**config.mk**
```make
export PLATFORM = sky130hd
export DESIGN_NAME = prio_arb
export DESIGN_NICKNAME = d
export VERILOG_FILES = /design/src/rtl/prio_arb_pkg.sv /design/src/rtl/prio_enc_n.sv /design/src/rtl/prio_arb.sv
export SDC_FILE = /design/constraint.sdc
export NUM_CORES = 1
export LEC_CHECK = 0
export ABC_AREA = 0
export CAP_MARGIN = 20
export CORE_UTILIZATION = 45
export CTS_CLUSTER_DIAMETER = 200
export DETAILED_ROUTE_END_ITERATION = 8
export GPL_ROUTABILITY_DRIVEN = 0
export GPL_TIMING_DRIVEN = 0
export PLACE_DENSITY = 0.87
export SKIP_LAST_GASP = 1
export SYNTH_ARGS = -nofsm -noshare
export SYNTH_HDL_FRONTEND = slang
export SYNTH_SLANG_ARGS = --single-unit
```
**constraint.sdc**
```tcl
create_clock -name clk -period 2.76 [get_ports clk]
set_input_delay 0.552 -clock clk [delete_from_list [all_inputs] [get_ports clk]]
set_output_delay 0.552 -clock clk [all_outputs]
set_load 0.02 [all_outputs]
```
**src/rtl/prio_arb_pkg.sv**
```systemverilog
// Shared types and helpers for the priority arbiter and its encoder.
package prio_pkg;

    localparam int unsigned MAX_N = 32;

    typedef enum logic {ARB_FIXED, ARB_RR} arb_mode_e;
    typedef enum logic {ARB_IDLE, ARB_GRANT} arb_state_e;

    function automatic int unsigned onehot2idx(input logic [MAX_N-1:0] oh);
        int unsigned r;
        r = 0;
        for (int unsigned i = 0; i < MAX_N; i++) begin
            if (oh[i]) r = i;
        end
        return r;
    endfunction

endpackage

```
**src/rtl/prio_enc_n.sv**
```systemverilog
// Parametrised combinational priority encoder: highest or lowest set bit wins.
module prio_enc_n
    import prio_pkg::*;
#(
    parameter int unsigned N          = 8,
    parameter bit          HIGH_FIRST = 1'b1,
    localparam int unsigned IW        = $clog2(N)
) (
    input  logic [N-1:0]  req,
    output logic          any,
    output logic [IW-1:0] idx,
    output logic [N-1:0]  onehot
);

    always_comb begin
        onehot = '0;
        // Scan toward the winning end so the last hit overwrites earlier ones.
        if (HIGH_FIRST) begin
            for (int unsigned i = 0; i < N; i++) begin
                if (req[i]) begin
                    onehot    = '0;
                    onehot[i] = 1'b1;
                end
            end
        end else begin
            for (int unsigned i = N; i > 0; i--) begin
                if (req[i-1]) begin
                    onehot      = '0;
                    onehot[i-1] = 1'b1;
                end
            end
        end
    end

    assign any = |req;
    assign idx = IW'(onehot2idx(MAX_N'(onehot)));

endmodule

```
**src/rtl/prio_arb.sv**
```systemverilog
// Registered N-way arbiter: fixed-priority or round-robin, grant locked until done.
module prio_arb
    import prio_pkg::*;
#(
    parameter int unsigned N          = 8,
    parameter arb_mode_e   MODE       = ARB_FIXED,
    parameter bit          HIGH_FIRST = 1'b1,
    parameter int unsigned IW         = $clog2(N)
) (
    input  logic          clk,
    input  logic          rst,
    input  logic [N-1:0]  req,
    input  logic          done,
    output logic          gnt_valid,
    output logic [N-1:0]  gnt_oh,
    output logic [IW-1:0] gnt_idx
);

    arb_state_e    state, state_nxt;
    logic          load;
    logic          clear;
    logic          win_any;
    logic [IW-1:0] win_idx;
    logic [N-1:0]  win_oh;

    if (MODE == ARB_RR) begin : g_rr
        logic [IW-1:0] rr_ptr;
        logic [N-1:0]  rr_mask;
        logic          m_any, u_any;
        logic [IW-1:0] m_idx, u_idx;
        logic [N-1:0]  m_oh, u_oh;

        always_comb begin
            rr_mask = '0;
            for (int unsigned i = 0; i < N; i++) begin
                rr_mask[i] = (i >= 32'(rr_ptr));
            end
        end

        prio_enc_n #(.N(N), .HIGH_FIRST(1'b0)) u_enc_masked (
            .req    (req & rr_mask),
            .any    (m_any),
            .idx    (m_idx),
            .onehot (m_oh)
        );

        prio_enc_n #(.N(N), .HIGH_FIRST(1'b0)) u_enc_wrap (
            .req    (req),
            .any    (u_any),
            .idx    (u_idx),
            .onehot (u_oh)
        );

        // Nothing at or above the pointer means the search wraps to bit 0.
        assign win_any = m_any | u_any;
        assign win_idx = m_any ? m_idx : u_idx;
        assign win_oh  = m_any ? m_oh  : u_oh;

        always_ff @(posedge clk or posedge rst) begin
            if (rst) begin
                rr_ptr <= '0;
            end else if (load) begin
                rr_ptr <= (win_idx == IW'(N-1)) ? '0 : win_idx + 1'b1;
            end
        end
    end else begin : g_fixed
        prio_enc_n #(.N(N), .HIGH_FIRST(HIGH_FIRST)) u_enc (
            .req    (req),
            .any    (win_any),
            .idx    (win_idx),
            .onehot (win_oh)
        );
    end

    always_comb begin
        state_nxt = state;
        load      = 1'b0;
        clear     = 1'b0;
        case (state)
            ARB_IDLE: begin
                if (win_any) begin
                    load      = 1'b1;
                    state_nxt = ARB_GRANT;
                end
            end
            ARB_GRANT: begin
                if (done) begin
                    if (win_any) begin
                        load = 1'b1;
                    end else begin
                        clear     = 1'b1;
                        state_nxt = ARB_IDLE;
                    end
                end
            end
            default: state_nxt = ARB_IDLE;
        endcase
    end

    always_ff @(posedge clk or posedge rst) begin
        if (rst) begin
            state     <= ARB_IDLE;
            gnt_valid <= 1'b0;
            gnt_oh    <= '0;
            gnt_idx   <= '0;
        end else begin
            state <= state_nxt;
            if (load) begin
                gnt_valid <= 1'b1;
                gnt_oh    <= win_oh;
                gnt_idx   <= win_idx;
            end else if (clear) begin
                gnt_valid <= 1'b0;
                gnt_oh    <= '0;
                gnt_idx   <= '0;
            end
        end
    end

endmodule

```
==> impl_metrics.env, run 1 <==
export IMPL_powerDensity_mw_per_mm2=446.6
export IMPL_gr_total_overflow=0
export IMPL_synth_most_common_cell="dfrtp_1"
export IMPL_fin_ws_ns=0.5621
export IMPL_grt_use_total_pct=22.33
export IMPL_hold_viol_final=0
export IMPL_clockBufferDepth=2
export IMPL_clk_pin_slew_worst_paths_ns=0.07
export IMPL_synth_area_leader_cell="dfrtp_1"
export IMPL_wl_microns=1347
export IMPL_cp_depth=5
export IMPL_cp_buffers_inverters=1
export IMPL_syn_inst=60
export IMPL_critPathKind="input pin to flip-flop"
export IMPL_tightest_slew_ns=0.4802
export IMPL_post_cts_setup_buffer_count=0
export IMPL_reg2regPathDepth=5
export IMPL_ys_seq_area_share_pct=52.95
export IMPL_start_util_pct=51.79
export IMPL_place_inst=96
export IMPL_dp_hpwl_microns=1000
export IMPL_rsz0062_at_grt="no"
export IMPL_cp_end_kind="flip-flop"
export IMPL_timing_final_crit_share_pct=79.63
export IMPL_cts_buffers=3
export IMPL_routedWlPerCell_microns=13.47
export IMPL_die_h_microns=38.95
export IMPL_fmax_mhz=455.0
export IMPL_finalPower_w=0.0003923
export IMPL_register_area_sq_um=325.3
export IMPL_core_sq_mm=0.001186
export IMPL_layout_drive_gt1_share_pct=8.140
export IMPL_drcViolationCount=0
export IMPL_p_leak_nw=0.3602
export IMPL_synth_edff_count=0
export IMPL_hold_path_class="flip-flop to flip-flop"
export IMPL_maxSlewViolCount=0
export IMPL_crit_top_cell="or4_4"
export IMPL_portBuffers=22
export IMPL_htreeDepth=1
export IMPL_setup_violations=0
export IMPL_synth_area_leaders="dfrtp_1, nand2_1, a32o_1"
export IMPL_dieArea_sq_mm=0.001517
export IMPL_fill_cells=105
export IMPL_cts_root_buf="clkbuf_4"
export IMPL_drtIter0Drc=7
export IMPL_io_pins=23
export IMPL_cts_tree="yes"
export IMPL_grt_pass1_vias=513
export IMPL_clkSinkCount=13
export IMPL_rr_startpoint="state$_DFF_PP0_"
export IMPL_antenna_found_initial=0
export IMPL_syn_num_nets=71
export IMPL_timing_hold_ws_ns=0.4928
export IMPL_post_cts_resized=0
export IMPL_crit_fanout=7
export IMPL_avgSynthCellArea_sq_um=10.24
export IMPL_grt_pass1_wl_microns=2173
export IMPL_rows=12
export IMPL_yosysUniqueCellTypes=24
export IMPL_async_flop_share_pct=100.0
export IMPL_critical_path_top_delay_family="simple AND/OR/NAND/NOR gates"
export IMPL_peakVddDrop_v=0.0003355
export IMPL_ant_nets=0
export IMPL_setup_worst_path_start="req[5]"
export IMPL_ys_ff_latch=13
export IMPL_ys_top_cells_by_count="dfrtp_1, nand2_1, inv_1, nor2_1, a32o_1"
export IMPL_insertedDiodeCount=0
export IMPL_period_needed_ns=2.198
export IMPL_place_ws_ns=0.2813
export IMPL_syn2layout_area_growth_pct=42.97
export IMPL_fp_dieW_microns=38.95
export IMPL_stdcell_count=100
export IMPL_critPathSlowestCell="or4_4"
export IMPL_synth_top_cell_area_share_pct=52.95
export IMPL_hp_start="gnt_oh[7]$_DFFE_PP0P_"
export IMPL_clk_latency_ns=0.27
export IMPL_slew_headroom_pct=67.95
export IMPL_vias=544
export IMPL_nNetsFinal=98
export IMPL_detail_route_vias_per_cell=5.440
export IMPL_cts_hold_buf=0
export IMPL_cp_start_kind="input pin"
export IMPL_finClkSkew_ns=0.0006014
export IMPL_status="finished clean"
export IMPL_synth_ff_type="dfrtp_1"
export IMPL_crit_chain="clkdlybuf4s50_1, or4_4, or4_4, o21a_1, o22ai_2"
export IMPL_drtPass1Iterations=4
export IMPL_critPathArrivalTime_ns=2.40
export IMPL_critPathMaxStageDelay_ns=0.59
export IMPL_maxCapViolCount=0
export IMPL_synthesis_area_sq_um=614.3
export IMPL_cp_required_ns=2.96
export IMPL_yosys_warnings=0
export IMPL_worstHoldPathCells=2
export IMPL_multi_input_area_sq_um=262.8
export IMPL_ff2ff_setup_slack_ns=1.11
export IMPL_grt_max_degree=14
export IMPL_setup_tns_final_ns=0
tightest hold or removal path, delay by kind of cell, from the launching register on:
family             cells  cell delay, ns
and+or+nand+nor        1            0.05
DFF                    1            0.35
AOI/OAI and AO/OA      1            0.06
state kept, by name, summed over array words and instances, names as in the netlist:
register   cells
gnt_oh         8
gnt_valid      1
gnt_idx        3
state          1
layout make-up:
| cell class | instances | share of cell area (%) |
|---|---|---|
| well taps | 14 | 1.994 |
| multi-input cells | 40 | 29.91 |
| flip-flops and latches | 13 | 37.04 |
| repair buffers | 22 | 25.07 |
| plain buffers | 1 | 0.4274 |
| inverters | 6 | 2.564 |
| clock buffers | 4 | 2.991 |
placed cells by master, fill, tap and decap left out, drive strengths merged, types with 2 or more instances in the layout:
master / synthesis / final
a22o: 2 / 2
a32o: 3 / 3
clkbuf: 1 / 5
clkdlybuf4s50: 0 / 22
dfrtp: 13 / 13
inv: 6 / 6
nand2: 9 / 9
nor2: 6 / 6
o21ai: 3 / 3
o31ai: 3 / 3
or4: 3 / 3
logic make-up after synthesis:
kind of cell / after synthesis / share of synthesized area, %
buffers and inverters: 7 / 4.276
AOI/OAI and AO/OA: 16 / 22.81
and+or+nand+nor: 24 / 19.96
DFF: 13 / 52.95
final timing paths:
path,endpoint
max,gnt_oh[0]$_DFFE_PP0P_
min,gnt_oh[7]$_DFFE_PP0P_
max reg2reg,gnt_idx[2]$_DFFE_PP0P_
min reg2reg,gnt_oh[7]$_DFFE_PP0P_
max in group asynchronous,gnt_oh[4]$_DFFE_PP0P_
min in group asynchronous,gnt_oh[1]$_DFFE_PP0P_
power by group:
part	switching (W)	internal [W]	total, W
registers	0.00000453	0.000198	0.000203
logic	0.0000379	0.0000362	0.0000741
clock network	0.0000594	0.0000560	0.000115
total	0.000102	0.000290	0.000392
layer usage:
layer  vias up  wire length (microns)  global-route usage, %
met3         5                     72                  3.468
met1       249                    622                  27.82
met5         -                      0                      0
met2        22                    623                  36.25
li1        268                      -                      -
met4         0                     29                  12.93
through the flow:
step / instance area, sq um / util (%)
2_1_floorplan: 614.3 / -
4_1_cts: 878.3 / 74.05
3_5_place_dp: 852.1 / 71.84
6_report: 878.3 / 74.05
5_1_grt: 878.3 / 74.05
3_3_place_gp: 852.1 / 71.84
Power figures use the tool's default switching activity.
==> run 2: changes to the inputs <==
CORE_UTILIZATION = 41   (was 45)
PLACE_DENSITY = 0.81   (was 0.87)
clock period = 2.1 ns   (was 2.76 ns; I/O delays follow)
==> run 2 against run 1 <==
Compared with the run above: cell area grew 1.3%; combinational power rose by 32%; die area increased by 9.2%; worst hold slack got worse by 0.025 ns; critical endpoint unchanged; largest cell class unchanged; largest power group unchanged.
==> impl_metrics.env, run 2 (synthesis results as in run 1) <==
export IMPL_vias=555
export IMPL_ant_nets=0
export IMPL_cp_buffers_inverters=1
export IMPL_top_register="gnt_oh"
export IMPL_critPathSlowestCell="or4_4"
export IMPL_clockBufferDepth=2
export IMPL_cts_tree="yes"
export IMPL_crit_top_cell="or4_4"
export IMPL_internal_power_w=0.0003825
export IMPL_cp_end_kind="flip-flop"
export IMPL_reg2regPathDepth=5
export IMPL_final_common_cell="clkdlybuf4s50_1"
export IMPL_p_leak_nw=0.3742
export IMPL_routedWlPerCell_microns=12.91
export IMPL_clkPwrFrac_pct=29.6
export IMPL_p_sw_w=0.0001342
export IMPL_dieArea_sq_mm=0.001657
export IMPL_drtPass1Iterations=4
export IMPL_clk_pin_slew_worst_paths_ns=0.08
export IMPL_cp_required_ns=2.30
export IMPL_htreeDepth=1
export IMPL_finClkSkew_ns=0.004108
export IMPL_hold_viol_final=0
export IMPL_core_sq_mm=0.001350
export IMPL_antenna_found_initial=0
export IMPL_grt_max_degree=14
export IMPL_layout_drive_gt1_share_pct=9.195
export IMPL_syn2layout_area_growth_pct=44.81
export IMPL_largest_reg_flops=8
export IMPL_fp_dieW_microns=40.71
export IMPL_insertedDiodeCount=0
export IMPL_rr_startpoint="state$_DFF_PP0_"
export IMPL_stdcell_count=102
export IMPL_mostFrequentLayoutCells="clkdlybuf4s50_1, dfrtp_1, nand2_1, inv_1, nor2_1"
export IMPL_clk_latency_ns=0.27
export IMPL_io_pins=23
export IMPL_die_h_microns=40.71
export IMPL_nNetsFinal=99
export IMPL_grt_pass1_wl_microns=2125
export IMPL_fmax_mhz=490.9
export IMPL_r2r_end="gnt_idx[2]$_DFFE_PP0P_"
export IMPL_grt_use_total_pct=20.41
export IMPL_critical_path_top_delay_family="simple AND/OR/NAND/NOR gates"
export IMPL_clkSinkCount=13
export IMPL_crit_fanout=5
export IMPL_dpl_instance_area_sq_um=853.3
export IMPL_ff2ff_setup_slack_ns=0.44
export IMPL_critPathMaxStageDelay_ns=0.60
export IMPL_grt_pass1_vias=509
export IMPL_gr_total_overflow=0
export IMPL_p_comb_share_pct=19.0
export IMPL_slew_headroom_pct=67.72
export IMPL_peakVddDrop_v=0.0004124
export IMPL_seq_power_share_pct=51.5
export IMPL_design_area_sq_um=889.6
export IMPL_crit_chain="clkdlybuf4s50_1, or4_4, or4_4, o21a_1, o22ai_2"
export IMPL_cp_start_kind="input pin"
export IMPL_dp_hpwl_microns=976.2
export IMPL_maxCapViolCount=0
export IMPL_wl_microns=1317
export IMPL_status="finished clean"
export IMPL_critPathKind="input pin to flip-flop"
export IMPL_swShare_pct=25.98
export IMPL_critPathArrivalTime_ns=2.23
export IMPL_place_inst=97
export IMPL_start_util_pct=45.51
export IMPL_drtIter0Drc=7
export IMPL_period_needed_ns=2.037
export IMPL_timing_final_crit_share_pct=97.01
export IMPL_cts_root_buf="clkbuf_4"
export IMPL_setup_violations=0
export IMPL_powerDensity_mw_per_mm2=580.9
export IMPL_portBuffers=22
export IMPL_detail_route_vias_per_cell=5.441
export IMPL_rsz0062_at_grt="no"
export IMPL_tightest_slew_ns=0.4836
export IMPL_hold_path_class="input pin to asynchronous set/reset pin"
export IMPL_cts_buffers=3
export IMPL_rows=13
export IMPL_maxSlewViolCount=0
export IMPL_largest_registers="gnt_oh x8, gnt_idx x3"
export IMPL_drcViolationCount=0
==> run 2: through the flow <==
step	power, W	utilization, %	setup WS, ns	hold slack [ns]	setup TNS [ns]
finish	0.0005168	65.89	0.06284	0.4678	0
global route	0.0005499	65.89	0.04155	0.5125	0
CTS	0.0005196	65.15	0.02267	0.4898	0
detailed placement	0.0003684	63.21	-0.2571	0.4749	-1.581
global placement	0.0003669	63.21	-0.2409	0.4684	-1.395
floorplan	0.0003149	-	0.3447	0.2970	0
==> run 2: cell type report <==
cell class              count  area, sq um
plain buffers               1        3.754
clock buffers               4        26.28
fillers                   112        460.4
inverters                   6        22.52
multi-input cells          40        262.8
flip-flops and latches     13        325.3
well taps                  15        18.77
repair buffers             23        230.2
==> run 2: how the worst max path moves through the flow <==
stage                                       end  slack (ns)    from  depth (start not counted)
final                     gnt_oh[0]$_DFFE_PP0P_        0.06  req[4]                          5
after floorplan           gnt_oh[0]$_DFFE_PP0P_        0.34  req[4]                          4
after global routing      gnt_oh[0]$_DFFE_PP0P_        0.04  req[4]                          5
after CTS                 gnt_oh[0]$_DFFE_PP0P_        0.02  req[5]                          5
after detailed placement  gnt_oh[0]$_DFFE_PP0P_       -0.26  req[5]                          5
after global placement    gnt_oh[0]$_DFFE_PP0P_       -0.24  req[5]                          5
==> run 2: power groups by stage <==
stage	logic, W	registers, W	clock network (W)
finish	0.0000981	0.000266	0.000153
global route	0.000107	0.000268	0.000175
CTS	0.0000975	0.000266	0.000156
detailed placement	0.0000973	0.000271	0
global placement	0.0000961	0.000271	0
floorplan	0.0000305	0.000284	0
==> run 2: repair_timing <==
item	CTS	global route
gates resized for setup	0	1
setup endpoints to repair	0	2
setup buffers	0	1
hold buffers	0	0
==> run 2: routing by layer <==
layer	share of wire, %	track usage, %	up-vias
met3	5.8	8.696	2
li1	-	-	271
met2	46	31.75	13
met1	47	25.00	269
met5	0	0	-
met4	0.68	7.500	0
==> patch (config.mk and constraints of run 2) <==
Reset style: synchronous (`rst`), changed in 2 clocked blocks.
--- a/src/rtl/prio_arb.sv
+++ b/src/rtl/prio_arb.sv
@@ -58,3 +58,3 @@
 
-        always_ff @(posedge clk or posedge rst) begin
+        always_ff @(posedge clk) begin
             if (rst) begin
@@ -99,3 +99,3 @@
 
-    always_ff @(posedge clk or posedge rst) begin
+    always_ff @(posedge clk) begin
         if (rst) begin
Check against the original RTL: differs if rst is asserted again (counterexample within 4 cycles, from zero or initial values and one cycle with rst high); with rst held inactive, the same outputs for 10 cycles.
==> patch against run 2 <==
Design area decreased by 3.7%. Worst setup slack improved by 89 ps. Area after synthesis decreased by 2.9%. Power decreased by 0.85%. Wire length increased by 4.1%. Die area decreased by 2.7%. Sequential cell count unchanged. Fmax increased by 4.5%. Critical endpoint is now gnt_idx[1].
==> patch: results <==
metrics = {
    "placed_design": {
        "dp_worst_setup_slack_ps": -223,
        "dpl_cell_area_um2": 826,
        "place_hpwl_mm": 1.04,
    },
    "setup_path": {
        "cp.arrival_ps": 2170,
        "crit_fanout": 8,
        "crit_family": "compound AO/OA/AOI/OAI gates",
        "timing.rr.start": "state",
    },
    "pwr": {
        "switchingPower_uw": 132,
        "comb_power_uw": 98.4,
        "leakage_uw": 0.000311,
        "finalPower_uw": 512,
        "ir_drop_mv": 0.543,
    },
    "route": {
        "first_iter_violations": 12,
        "vias": 583,
        "drtPass1Iterations": 3,
        "wl_per_cell_um": 13.4,
    },
    "synthesis": {
        "synth_nets": 72,
        "synth_cells": 61,
        "synthTopCellsByCount": "13 x dfxtp_1, 5 x nand4_1, 5 x nor2_1, 4 x a22o_1, 4 x a31oi_1",
        "yosys_warnings": 0,
        "async_reset_ff_share_pct": 0,
        "synth_seq_area_share_pct": 43.6,
    },
    "global_route": {
        "grt_use_total_pct": 19.4,
        "grt_pass1_wl_mm": 2.01,
        "grt_max_degree": 10,
    },
    "cells_and_area": {
        "multi_input_area_share_pct": 37.5,
        "inv_count": 3,
        "fill_cells": 111,
        "area_delta_synth_final_pct": 43.6,
        "clk_share_pct": 3.07,
        "n_all_buffers": 23,
        "multi_input_gates": 44,
        "final-nonclk-buf-share_pct": 25.5,
        "seq_share_pct": 30.4,
    },
    "status": {
        "status": "completed",
    },
    "hold_path": {
        "min_path_type": "flop to flop",
    },
    "die": {
        "die_w_um": 40.2,
    },
    "sta": {
        "finalClockSkew_ps": 1.06,
        "worstMarginPinSlew_ps": 567,
    },
}
patch: cell count changes after synthesis, sizes merged, moves of 3 or more:
cell / run 2 / this run
inv: 6 / 3
nand4: 1 / 5
dfrtp: 13 / 0
dfxtp: 0 / 13
nand2: 9 / 2
a31oi: 0 / 4
patch: path summary, 6_finish.rpt:
path / endpoint / slack [ps] / depth (start not counted)
worst max register to register: gnt_idx[1] / 780 / 3
worst max-delay path: gnt_idx[1] / 150 / 4
worst min-delay path: gnt_valid / 450 / 2
worst min register to register: gnt_valid / 450 / 2
patch: logic make-up after synthesis:
kind of cell	synth area share (%)
simple gates	25.8
compound gates	28.1
flops	43.6
buf+inv	2.51
patch: worst reg2reg max path, cell delays in order (launching register included):
cell and delay, ps:
dfxtp_1 350, or2_2 330, o32ai_4 370, a22o_1 210
patch: layer usage:
layer  GRT usage (%)  vias to the layer above  wire [um]
met3            10.0                        0         56
li1                -                      298          -
met4            5.17                        0          0
met5               0                        -          0
met2            29.0                       11        684
met1            24.2                      274        630
